==> src/rtl/ssm_pkg.sv <==
// Shared definitions for the SSM tile engine: scheduler states, sizing helpers
// and the default model dimensions.
package ssm_pkg;

  localparam int SSM_H  = 24;
  localparam int SSM_P  = 64;
  localparam int SSM_N  = 16;
  localparam int SSM_DW = 16;

  typedef enum logic [2:0] {
    S_IDLE  = 3'd0,
    S_LOAD  = 3'd1,
    S_ISSUE = 3'd2,
    S_WAIT  = 3'd3,
    S_WRITE = 3'd4,
    S_DONE  = 3'd5,
    S_ERR   = 3'd6
  } ssm_state_e;

  function automatic int ssm_clog2(input int v);
    int r;
    r = 0;
    for (int i = 0; i < 31; i++) begin
      if ((1 << i) < v) r = i + 1;
    end
    return r;
  endfunction

  // Never returns zero so single-valued ranges still get a 1-bit field.
  function automatic int ssm_width(input int v);
    return (ssm_clog2(v) < 1) ? 1 : ssm_clog2(v);
  endfunction

endpackage

==> src/rtl/ssm_tile_counter.sv <==
// Two-level tile walker: p_base is the inner loop, h_base steps when p_base wraps.
module ssm_tile_counter
  import ssm_pkg::*;
#(
  parameter int H      = SSM_H,
  parameter int P      = SSM_P,
  parameter int H_TILE = 3,
  parameter int P_TILE = 2,
  parameter int HW     = ssm_width(H),
  parameter int PW     = ssm_width(P)
) (
  input  logic          clk,
  input  logic          rst,
  input  logic          clr,
  input  logic          adv,
  output logic [HW-1:0] h_base,
  output logic [PW-1:0] p_base,
  output logic          last
);

  localparam logic [HW-1:0] H_STEP = HW'(H_TILE);
  localparam logic [PW-1:0] P_STEP = PW'(P_TILE);
  localparam logic [HW-1:0] H_LAST = HW'(H - H_TILE);
  localparam logic [PW-1:0] P_LAST = PW'(P - P_TILE);

  logic p_wrap;

  assign p_wrap = (p_base == P_LAST);
  assign last   = p_wrap && (h_base == H_LAST);

  always_ff @(posedge clk or posedge rst) begin
    if (rst) begin
      h_base <= '0;
      p_base <= '0;
    end else if (clr) begin
      h_base <= '0;
      p_base <= '0;
    end else if (adv) begin
      if (p_wrap) begin
        p_base <= '0;
        h_base <= h_base + H_STEP;
      end else begin
        p_base <= p_base + P_STEP;
      end
    end
  end

endmodule

==> src/rtl/ssm_tile_scheduler.sv <==
// Walks the H x P output space tile by tile: load, launch, wait (with watchdog),
// write back. Strobes are decoded from the state register only.
module ssm_tile_scheduler
  import ssm_pkg::*;
#(
  parameter int H       = SSM_H,
  parameter int P       = SSM_P,
  parameter int H_TILE  = 3,
  parameter int P_TILE  = 2,
  parameter int TIMEOUT = 1024,
  localparam int HW     = ssm_width(H),
  localparam int PW     = ssm_width(P),
  localparam int NT     = (H / H_TILE) * (P / P_TILE),
  localparam int TW     = ssm_width(NT + 1)
) (
  input  logic          clk,
  input  logic          rst,
  input  logic          start,
  output logic          busy,
  output logic          done,
  output logic          err,
  output logic          ld_en,
  output logic          tile_start,
  input  logic          tile_done,
  output logic [HW-1:0] tile_h_base,
  output logic [PW-1:0] tile_p_base,
  output logic          y_wr_en,
  output logic [TW-1:0] tile_idx,
  output ssm_state_e    dbg_state
);

  localparam int WDW = ssm_width(TIMEOUT);
  localparam logic [WDW-1:0] WD_LAST = WDW'(TIMEOUT - 1);

  if (((H % H_TILE) != 0) || ((P % P_TILE) != 0)) begin : g_bad_tiling
    $error("ssm_tile_scheduler: H/P must be multiples of H_TILE/P_TILE");
  end

  ssm_state_e     state, state_next;
  logic [WDW-1:0] wd_cnt;
  logic           start_ok;
  logic           last;
  logic           adv;

  assign start_ok  = start && ((state == S_IDLE) || (state == S_ERR));
  assign adv       = (state == S_WRITE) && !last;
  assign dbg_state = state;

  ssm_tile_counter #(
    .H      (H),
    .P      (P),
    .H_TILE (H_TILE),
    .P_TILE (P_TILE),
    .HW     (HW),
    .PW     (PW)
  ) u_counter (
    .clk    (clk),
    .rst    (rst),
    .clr    (start_ok),
    .adv    (adv),
    .h_base (tile_h_base),
    .p_base (tile_p_base),
    .last   (last)
  );

  always_ff @(posedge clk or posedge rst) begin
    if (rst) state <= S_IDLE;
    else     state <= state_next;
  end

  // Completion is checked before expiry so a tile_done on the last watchdog cycle wins.
  always_comb begin
    state_next = state;
    case (state)
      S_IDLE, S_ERR: if (start) state_next = S_LOAD;
      S_LOAD:        state_next = S_ISSUE;
      S_ISSUE:       state_next = S_WAIT;
      S_WAIT: begin
        if (tile_done)              state_next = S_WRITE;
        else if (wd_cnt == WD_LAST) state_next = S_ERR;
      end
      S_WRITE:       state_next = last ? S_DONE : S_LOAD;
      S_DONE:        state_next = S_IDLE;
      default:       state_next = S_IDLE;
    endcase
  end

  always_comb begin
    busy       = 1'b0;
    done       = 1'b0;
    err        = 1'b0;
    ld_en      = 1'b0;
    tile_start = 1'b0;
    y_wr_en    = 1'b0;
    case (state)
      S_LOAD:  begin busy = 1'b1; ld_en      = 1'b1; end
      S_ISSUE: begin busy = 1'b1; tile_start = 1'b1; end
      S_WAIT:  busy = 1'b1;
      S_WRITE: begin busy = 1'b1; y_wr_en    = 1'b1; end
      S_DONE:  begin busy = 1'b1; done       = 1'b1; end
      S_ERR:   err = 1'b1;
      default: ;
    endcase
  end

  always_ff @(posedge clk or posedge rst) begin
    if (rst)                                wd_cnt <= '0;
    else if (state == S_ISSUE)              wd_cnt <= '0;
    else if ((state == S_WAIT) && !tile_done) wd_cnt <= wd_cnt + WDW'(1);
  end

  // tile_idx counts every written tile, so it reads NT once the run completes.
  always_ff @(posedge clk or posedge rst) begin
    if (rst)                    tile_idx <= '0;
    else if (start_ok)          tile_idx <= '0;
    else if (state == S_WRITE)  tile_idx <= tile_idx + TW'(1);
  end

endmodule

==> config.mk <==
export PLATFORM = sky130hd
export DESIGN_NAME = ssm_tile_scheduler
export DESIGN_NICKNAME = d
export VERILOG_FILES = /design/src/rtl/ssm_pkg.sv /design/src/rtl/ssm_tile_counter.sv /design/src/rtl/ssm_tile_scheduler.sv
export SDC_FILE = /design/constraint.sdc
export NUM_CORES = 1
export LEC_CHECK = 0
export CORE_MARGIN = 10
export CORE_UTILIZATION = 52
export CTS_CLUSTER_DIAMETER = 50
export DETAILED_ROUTE_END_ITERATION = 8
export HOLD_SLACK_MARGIN = 0.12
export PLACE_DENSITY = 0.79
export SLEW_MARGIN = 20
export SYNTH_ARGS = -nofsm -noshare
export SYNTH_HDL_FRONTEND = slang
export SYNTH_HIERARCHICAL = 1
export SYNTH_SLANG_ARGS = --single-unit
==> constraint.sdc <==
create_clock -name clk -period 2.8 [get_ports clk]
set_clock_uncertainty 0.05 [all_clocks]
set_input_delay 0.28 -clock clk [delete_from_list [all_inputs] [get_ports clk]]
set_output_delay 0.28 -clock clk [all_outputs]
set_load 0.1 [all_outputs]
==> results of run 1 <==
==> synth_stat cells (4+ instances only) <==
master	n	area share (%)
a21oi_1	14	3.8
buf_2	4	1.1
dfrtp_1	32	44
ha_1	5	3.4
inv_1	10	2.1
mux2i_1	7	3.8
nand2_1	16	3.3
nand3_1	9	2.5
nand4_1	6	2.1
nor2_1	13	2.7
nor3_1	4	1.1
nor4_1	4	1.4
o21ai_0	10	2.7
or3_1	5	1.7
==> state kept, by name, summed over array words and instances, names as in the netlist <==
name / flops
u_counter/p_base: 5
wd_cnt: 10
tile_idx: 9
dbg_state: 3
u_counter/h_base: 5
==> cells by family after synthesis <==
kind of cell	Yosys count	synth area share [%]
compound gates	39	13.3
xor+xnor	4	1.92
fa+ha+maj	5	3.42
buf+inv	21	5.20
flops	32	43.8
mux	11	6.30
other cells	1	0.205
simple gates	78	25.9
==> layer usage <==
metal  share of wire, %  vias to the layer above  routed length (um)
met5                  0                        -                   0
met4                1.2                        0                  53
met3                5.9                        5                 262
met2                 55                       42                2400
met1                 38                      776                1680
li1                   -                      764                   -
==> stage by stage <==
step | setup TNS [ps] | instances | total power, uW | setup WS, ps | hold WS, ps
2_1_floorplan | -39.5 | 191 | 1810 | -39.5 | 70.2
3_3_place_gp | 0 | 262 | 2100 | 342 | 411
3_5_place_dp | 0 | 262 | 2130 | 239 | 425
4_1_cts | 0 | 269 | 2370 | 201 | 219
5_1_grt | 0 | 269 | 2470 | 9.26 | 244
6_report | 0 | 269 | 2360 | 196 | 214
==> where the power goes <==
group	switching, uW	internal [uW]
registers	113	538
clock network	150	92.3
logic	1110	351
total	1370	981
==> layout make-up <==
type / instances / area, um2 / area share, %
tap: 46 / 57.6 / 2.61
multi-input combinational: 138 / 966 / 43.8
clock inverter: 1 / 5.00 / 0.227
clock buffer: 6 / 41.3 / 1.87
timing repair buffer: 35 / 295 / 13.4
sequential: 32 / 801 / 36.3
inverter: 11 / 41.3 / 1.87
==> worst paths after layout <==
kind,start,depth (start not counted),to,slack (ps)
hold reg to reg,tile_idx[8]$_DFFE_PP0P_,1,tile_idx[8]$_DFFE_PP0P_,440
setup / recovery,dbg_state[0]$_DFFE_PP0P_,5,u_counter/h_base[2]$_DFFE_PP0P_,200
hold / removal,rst,2,u_counter/h_base[4]$_DFFE_PP0P_,210
min in group clk,tile_idx[8]$_DFFE_PP0P_,1,tile_idx[8]$_DFFE_PP0P_,440
setup reg to reg,dbg_state[0]$_DFFE_PP0P_,5,u_counter/h_base[2]$_DFFE_PP0P_,200
max in group asynchronous,rst,2,tile_idx[7]$_DFFE_PP0P_,1770
==> qor.txt, run 1 <==
Status: finished, final reports clean
CP cell instances: or3b_4 > nor2_1 > clkinv_1 > nor4_2 > mux2_1
Post-CTS Setup Inserts: 0
Die area: 6290 um2
Vias per inst: 5.90
Hold crit path type: in -> async
Initial Util: 54.4%
CTS Buf Count: 5
Routing usage on met2: 25.9%
Final core utilization: 65.6%
Post-Route WL: 4400 um
Fraction of layout cells with a size suffix above 1: 22.4%
Startpoint types: flop
CP max FO: 14
Vias in the first global route: 1609
First-pass GRT wire length: 7490 um
CP max stage delay: 520 ps
Final instance area: 2210 um2
Max frequency: 384 MHz
Layout filler cell count: 287
Post-Syn Area per Cell: 9.57 um2
Worst Path Buf+Inv: 1
Crit path required time: 2970 ps
CTS clock-pin slew for the worst setup and hold paths: 100 ps
Max clock buf depth: 2
CTS resizes: 0
Cells after Synth: 191
Vias: 1587
Post-DP Area: 2160 um2
Setup-failing EPs final: 0
Busiest grt layer: met2
Insertion delay to the later sink of the worst-skew pair: 340 ps
Power Density: 1070 nW/um2
Post-synth EDFFs: 0
FF+latch count, synth: 32
Worst relative slew slack: 44.3%
Fraction of registers with async set/reset: 100%
Commonest non-fill, non-tap cell in the layout: dfrtp_1
Nets@finish: 232
Initial antenna violation count: 0
Yosys cell types: 47
Arr. time, crit path: 2780 ps
Met3 usage: 5.74%
# DRC: 0
Highest-count cells in the layout ignoring fill and taps: dfrtp_1, buf_4, nand2_1
Primary FF master, synth: dfrtp_1
Post-CTS Hold Buffers: 0
Largest net degree at the start of global routing: 23
Met1 usage: 15.8%
Clock tree root buffer cell: clkbuf_4
Ant. Diodes: 0
Crit path kind: reg -> reg
Kind of cell adding the most delay to the critical path: simple AND/OR/NAND/NOR gates
RSZ-0062 raised after global routing: false
Max VDD drop: 0.798 mV
Net Count, Synth: 200
Row count: 21
Area delta synth->final: 20.7%
Placed wire-length estimate: 3300 um
Die X: 79.3 um
Crit share post-route: 93.0%
Final antenna-violating net count: 0
Clk sink count: 32
GRT Total Usage: 14.8%
Gr ovfl total: 0
# IOs: 33
DRT Pass-1 Iters: 4
Iteration-0 DRC Markers: 87
Type of destination of the critical path: flop
Max stage delay cell, worst path: dfrtp_1
Max_cap viols: 0
Minimum clock period: 2600 ps
Sequential area share after synthesis: 43.8%
Number of max-slew violations in the final report: 0
Netlist Area Pre-Place: 1830 um2
GP Congestion: 0.855
Slew @ Worst Pin: 835 ps
H-tree Lvls: 2
Buffers on Ports: 31
CORE AREA: 3360 um2
Final hold vios: 0
Die Span Y: 79.3 um
Synth warnings: 6
Routed len/inst: 16.4 um
CTS tree: built
P_leak: 0.000956 uW
Power figures use the tool's default switching activity.
==> run 2: changes to the inputs <==
--- a/config.mk
+++ b/config.mk
@@ -8,3 +8,3 @@
 export CORE_MARGIN = 10
-export CORE_UTILIZATION = 52
+export CORE_UTILIZATION = 30
 export CTS_CLUSTER_DIAMETER = 50
@@ -12,3 +12,2 @@
 export HOLD_SLACK_MARGIN = 0.12
-export PLACE_DENSITY = 0.79
 export SLEW_MARGIN = 20
@@ -16,3 +15,2 @@
 export SYNTH_HDL_FRONTEND = slang
-export SYNTH_HIERARCHICAL = 1
 export SYNTH_SLANG_ARGS = --single-unit
--- a/constraint.sdc
+++ b/constraint.sdc
@@ -4,2 +4,2 @@
 set_output_delay 0.28 -clock clk [all_outputs]
-set_load 0.1 [all_outputs]
+set_load 0.01 [all_outputs]
==> qor.txt, run 2 <==
P_leak: 0.000942 uW
Cells after Synth: 186
CTS tree: built
Yosys cell types: 44
Slew @ Worst Pin: 588 ps
Synth warnings: 0
Met1 usage: 10.9%
Fraction of registers with async set/reset: 100%
Vias: 1451
Hold crit path type: in -> async
# DRC: 0
Main combinational cell family by area after synthesis: simple AND/OR/NAND/NOR gates
Fraction of layout cells with a size suffix above 1: 9.01%
GP Congestion: 0.839
Max clock buf depth: 2
CTS resizes: 0
Post-CTS Hold Buffers: 0
CTS Buf Count: 5
Post-synth EDFFs: 0
Arr. time, crit path: 2130 ps
Ant. Diodes: 0
Initial Util: 31.3%
Gr ovfl total: 0
Area delta synth->final: 30.2%
Synth Area in Compound Gates: 8.40%
Highest-count cells in the layout ignoring fill and taps: dfrtp_1, clkdlybuf4s50_1, nor2_1
Clock tree root buffer cell: clkbuf_8
Routed len/inst: 14.1 um
Busiest grt layer: met2
H-tree Lvls: 2
Max_cap viols: 0
Power Density: 726 nW/um2
Most numerous cell in the Yosys netlist: dfrtp_1
Startpoint types: flop
Die Span Y: 96.2 um
Vias per inst: 4.94
FF+latch count, synth: 32
Crit share post-route: 87.7%
Synth top area share: 45.9%
Setup-failing EPs final: 0
Vias in the first global route: 1437
Placed wire-length estimate: 2980 um
CORE AREA: 5570 um2
Hold_ws: 299 ps
Layout filler cell count: 563
Post-Route WL: 4150 um
Biggest regs: wd_cnt: 10 flops, tile_idx: 9 flops
Crit path kind: reg -> out
Clk sink count: 32
Final core utilization: 40.7%
Minimum clock period: 2460 ps
GRT Total Usage: 9.42%
Net Count, Synth: 195
RSZ-0062 raised after global routing: false
Crit path required time: 2470 ps
Final antenna-violating net count: 0
Type of destination of the critical path: output port
Max reg flops: 10
Post-synth top area cell: dfrtp_1
Buffers on Ports: 31
CP max FO: 14
Final hold vios: 0
Mux contribution to synthesized area: 0.574%
Largest register by flop count: wd_cnt
Die X: 96.2 um
Setup TNS: 0 ps
Commonest non-fill, non-tap cell in the layout: dfrtp_1
Synth Area in Adders: 3.59%
Number of max-slew violations in the final report: 0
Max VDD drop: 0.364 mV
Routing usage on met2: 15.2%
Most frequent cells after synthesis: dfrtp_1, nor2_1, nand2_1, xnor2_1
Nets@finish: 230
Xor/xnor cell area share of the yosys netlist: 10.6%
Insertion delay to the later sink of the worst-skew pair: 290 ps
Max frequency: 407 MHz
Die area: 9260 um2
CTS clock-pin slew for the worst setup and hold paths: 70 ps
DRT Pass-1 Iters: 4
Initial antenna violation count: 0
# IOs: 33
Status: finished, final reports clean
Post-Syn Area per Cell: 9.37 um2
Sequential area share after synthesis: 45.9%
Netlist Area Pre-Place: 1740 um2
First-pass GRT wire length: 6930 um
Row count: 27
Post-CTS Setup Inserts: 0
Worst relative slew slack: 60.8%
Leading post-synthesis cells by cell area: dfrtp_1, nor2_1, xnor2_1
Synth Area in Simple Gates: 27.4%
Primary FF master, synth: dfrtp_1
Met3 usage: 2.88%
Iteration-0 DRC Markers: 51
Largest net degree at the start of global routing: 19
==> run 2: changes by cell type in the layout (fill, tap and decap cells not counted), sizes merged, moves of 4 or more <==
cell	before	now
inv	10	5
mux2i	7	1
clkdlybuf4s50	3	31
xor2	1	9
xnor2	3	12
mux2	4	0
a21oi	14	7
nor2	13	28
buf	32	5
or3	5	1
==> run 2: power breakdown <==
| group | internal, uW | switching (uW) |
|---|---|---|
| clock | 314 | 179 |
| combinational | 268 | 305 |
| sequential | 518 | 64.6 |
| total | 1100 | 548 |
==> run 2: cell type report <==
class | count | area [um2] | area share, %
clock buffer | 7 | 96.3 | 4.25
multi-input combinational | 141 | 885 | 39.0
tap | 72 | 90.1 | 3.97
sequential | 32 | 801 | 35.3
timing repair buffer | 36 | 348 | 15.3
inverter | 5 | 18.8 | 0.827
clock inverter | 1 | 30.0 | 1.32
==> run 2: path summary, 6_finish.rpt <==
path                                                 start                               to  slack [ps]  cells past startpoint
max in group asynchronous                              rst  u_counter.p_base[5]$_DFFE_PP0P_        1710                      3
min in group clk           u_counter.h_base[1]$_DFFE_PP0P_  u_counter.h_base[1]$_DFFE_PP0P_         510                      1
min                                                    rst            wd_cnt[7]$_DFFE_PP0P_         300                      2
min reg2reg                u_counter.h_base[1]$_DFFE_PP0P_  u_counter.h_base[1]$_DFFE_PP0P_         510                      1
max reg2reg                       dbg_state[2]$_DFFE_PP0P_  u_counter.h_base[2]$_DFFE_PP0P_         790                      5
max                               dbg_state[2]$_DFFE_PP0P_                          y_wr_en         340                      3
==> run 2: cell families (layout without fill, tap and decap cells) <==
logic type | after synthesis | count (layout)
buf+inv | 13 | 49
xor+xnor | 21 | 21
fa+ha+maj | 5 | 5
mux | 1 | 1
simple gates | 89 | 89
compound gates | 24 | 24
other cells | 1 | 1
flops | 32 | 32
==> run 2: layer usage <==
| metal | wire [um] | vias to the layer above |
|---|---|---|
| met1 | 1830 | 688 |
| met4 | 74 | 0 |
| li1 | - | 719 |
| met5 | 0 | - |
| met3 | 338 | 5 |
| met2 | 1900 | 39 |
==> run 2: metrics by stage <==
stage / power (uW) / setup slack, ps / instance area, um2 / std cells
final: 1650 / 344 / 2270 / 294
after detailed placement: 1170 / 658 / 2140 / 286
after global placement: 1160 / 689 / 2140 / 286
after global routing: 1750 / 239 / 2270 / 294
after CTS: 1670 / 337 / 2270 / 294
after floorplan: 907 / 1160 / 1740 / 186
==> run 2: critical path: stages (launching register included) <==
cell and delay, ps:
dfrtp_1 570, or3b_4 470, inv_2 210, clkdlybuf4s50_1 590
==> run 3: changes to the inputs <==
- HOLD_SLACK_MARGIN: 0.12 -> not set
==> results of run 3 <==
Same layout as run 2: the final DEF is identical, and so are final timing and power.
==> RTL edit, RTL diff (settings of run 2) <==
Register the inputs `start` and `tile_done` before use, without a reset. The logic sees them one clock later. Comments in the files are not updated.
--- a/src/rtl/ssm_tile_scheduler.sv
+++ b/src/rtl/ssm_tile_scheduler.sv
@@ -32,6 +32,14 @@
   localparam int WDW = ssm_width(TIMEOUT);
   localparam logic [WDW-1:0] WD_LAST = WDW'(TIMEOUT - 1);
 
+  logic start_q;
+  logic tile_done_q;
+
+  always_ff @(posedge clk) begin
+    start_q     <= start;
+    tile_done_q <= tile_done;
+  end
+
   if (((H % H_TILE) != 0) || ((P % P_TILE) != 0)) begin : g_bad_tiling
     $error("ssm_tile_scheduler: H/P must be multiples of H_TILE/P_TILE");
   end
@@ -42,7 +50,7 @@
   logic           last;
   logic           adv;
 
-  assign start_ok  = start && ((state == S_IDLE) || (state == S_ERR));
+  assign start_ok  = start_q && ((state == S_IDLE) || (state == S_ERR));
   assign adv       = (state == S_WRITE) && !last;
   assign dbg_state = state;
 
@@ -72,11 +80,11 @@
   always_comb begin
     state_next = state;
     case (state)
-      S_IDLE, S_ERR: if (start) state_next = S_LOAD;
+      S_IDLE, S_ERR: if (start_q) state_next = S_LOAD;
       S_LOAD:        state_next = S_ISSUE;
       S_ISSUE:       state_next = S_WAIT;
       S_WAIT: begin
-        if (tile_done)              state_next = S_WRITE;
+        if (tile_done_q)              state_next = S_WRITE;
         else if (wd_cnt == WD_LAST) state_next = S_ERR;
       end
       S_WRITE:       state_next = last ? S_DONE : S_LOAD;
@@ -106,7 +114,7 @@
   always_ff @(posedge clk or posedge rst) begin
     if (rst)                                wd_cnt <= '0;
     else if (state == S_ISSUE)              wd_cnt <= '0;
-    else if ((state == S_WAIT) && !tile_done) wd_cnt <= wd_cnt + WDW'(1);
+    else if ((state == S_WAIT) && !tile_done_q) wd_cnt <= wd_cnt + WDW'(1);
   end
 
   // tile_idx counts every written tile, so it reads NT once the run completes.
Function: changed (Yosys sat finds a counterexample within 4 cycles, from zero or initial values and one cycle with rst high).
==> RTL edit against run 2 <==
- synthesized area grew 3.1%
- count of clock-buffer cells in the layout is the same
- setup slack gained 0.053 ns
- highest routed layer unchanged
- sequential cell count grew 2
- global-route usage shrank 0.88 points
- via count grew 0.28%
- power shrank 4.6%
- first-iteration DRC count grew 12%
- design area is the same
- wire length shrank 3.6%
- sequential share of layout area grew 1.8 points
==> RTL edit: results (changes against run 2) <==
======================================================================================================
Status ..................................................................................    completed   unchanged
Clock Root Buffer ....................................................................... sky130_fd_sc_hd__clkbuf_8   unchanged
Dpl cell area ...........................................................................    2180 um^2   was 2140 um^2
Post-detail-place hpwl ..................................................................      2920 um   was 2980 um
Met1 layer usage reported by global route ...............................................        10.7%   was 10.9%
Pin count of the biggest net entering global routing ....................................           33   was 19
Async set or reset register ratio after synthesis .......................................        94.1%   was 100%
Routed length on met1 ...................................................................      1830 um   about the same
Most common library cells after synthesis ............................................... sky130_fd_sc_hd__dfrtp_1, sky130_fd_sc_hd__nor2_1, sky130_fd_sc_hd__nand2_1, sky130_fd_sc_hd__nand3_1, sky130_fd_sc_hd__xnor2_1   was sky130_fd_sc_hd__dfrtp_1, sky130_fd_sc_hd__nor2_1, sky130_fd_sc_hd__nand2_1
Internal power ..........................................................................      1.01 mW   was 1.10 mW
Antenna violations before repair ........................................................            0   unchanged
Number of global-route vias before repair ...............................................         1369   was 1437
Syn nets ................................................................................          199   was 195
Average wire per cell in the routed design ..............................................      13.4 um   was 14.1 um
Met3 global-route usage .................................................................        3.77%   was 2.88%
Met2 usage in global routing ............................................................        13.1%   was 15.2%
Total length of routed met2 wires .......................................................      1880 um   was 1900 um
Largest registers ranked by flip-flop count ............................................. wd_cnt: 10 flops, tile_idx: 9 flops   unchanged
Share of total power in combinational logic .............................................        34.2%   was 34.7%
DR iter-0 viols .........................................................................           57   was 51
GRT Resource Usage Total ................................................................        8.54%   was 9.42%
Clock transition at the register clock pins on the worst setup and hold paths after CTS .      0.07 ns   about the same
Deepest level of the CTS H-tree .........................................................            2   unchanged
Cell variety after synth ................................................................           45   was 44
Iteration count of the initial detailed-routing pass ....................................            5   was 4
Global-route wire length before repair ..................................................      6900 um   was 6930 um
Power drawn by the clock network ........................................................     0.371 mW   was 0.493 mW
Seq/Total Area, Yosys ...................................................................        46.8%   was 45.9%
Number of nets at the end of the flow ...................................................          231   was 230
Longest individual stage delay on the worst path ........................................      0.58 ns
Number of buffers between clock root and the deepest sink ...............................            2   unchanged
Arrival time of the worst setup path ....................................................      2.07 ns   was 2.13 ns
Slew at the pin with the worst max-slew slack ...........................................     0.548 ns   was 0.588 ns
Via count ...............................................................................         1455   was 1451
Met3 routed wirelength ..................................................................       271 um   was 338 um
Clock buffer count from CTS .............................................................            5   unchanged
Cells resized by post-CTS repair ........................................................            0   unchanged
Placer congestion estimate ..............................................................        0.759   was 0.839
Fraction of final layout cells with drive strength greater than 1 .......................        7.17%   was 9.01%
Static Leak .............................................................................     0.919 nW   was 0.942 nW
Max Fanout on Critical Path .............................................................           17   was 14
Count of synthesis-stage warnings from yosys ............................................            0   unchanged
Worst VDD drop ..........................................................................   0.000427 V   was 0.000364 V
Number of buffer cells added on primary ports ...........................................           31   unchanged
Top cells by area in the synthesized netlist ............................................ sky130_fd_sc_hd__dfrtp_1, sky130_fd_sc_hd__nor2_1, sky130_fd_sc_hd__xnor2_1   unchanged
======================================================================================================
[RTL edit: kinds of logic after synthesis]
| kind of cell | count (synthesis) | share of synthesized area (%) |
|---|---|---|
| and+or+nand+nor | 87 | 26.3 |
| DFF | 34 | 46.8 |
| AOI/OAI and AO/OA | 27 | 9.26 |
| xor gates and xnor gates | 18 | 8.77 |
| buffers and inverters | 16 | 4.11 |
| adders and majority gates | 5 | 3.48 |
| muxes | 2 | 1.11 |
| other | 1 | 0.209 |
[RTL edit: area by class of cell]
cell class,instances,area (um^2)
fillers,596,3580
clock inverters,1,5.00
well taps,75,93.8
inverters,7,27.5
multi-input cells,140,882
repair buffers,34,333
clock buffers,7,86.3
flip-flops and latches,34,841
[RTL edit: stage by stage]
| step | hold slack (ns) | util (%) | setup WS [ns] | std cells | power, mW |
|---|---|---|---|---|---|
| after floorplan | 0.258 | - | 1.17 | 190 | 0.980 |
| after global placement | 0.425 | 37.2 | 0.719 | 290 | 1.21 |
| after detailed placement | 0.429 | 37.2 | 0.697 | 290 | 1.22 |
| after CTS | 0.357 | 38.8 | 0.389 | 298 | 1.60 |
| after global routing | 0.377 | 38.8 | 0.274 | 298 | 1.70 |
| final | 0.339 | 38.8 | 0.396 | 298 | 1.57 |
[RTL edit: path summary, 6_finish.rpt]
check	end	cells past startpoint	startpoint	slack, ns
worst max-delay path	y_wr_en	3	dbg_state[2]	0.40
worst min-delay path	wd_cnt[3]	3	rst	0.34
worst max register to register	wd_cnt[9]	4	dbg_state[0]	0.84
worst min register to register	tile_idx[8]	1	tile_idx[8]	0.45
max in group asynchronous	u_counter.h_base[0]	3	rst	2.06
min in group clk	start_q	1	start	0.40
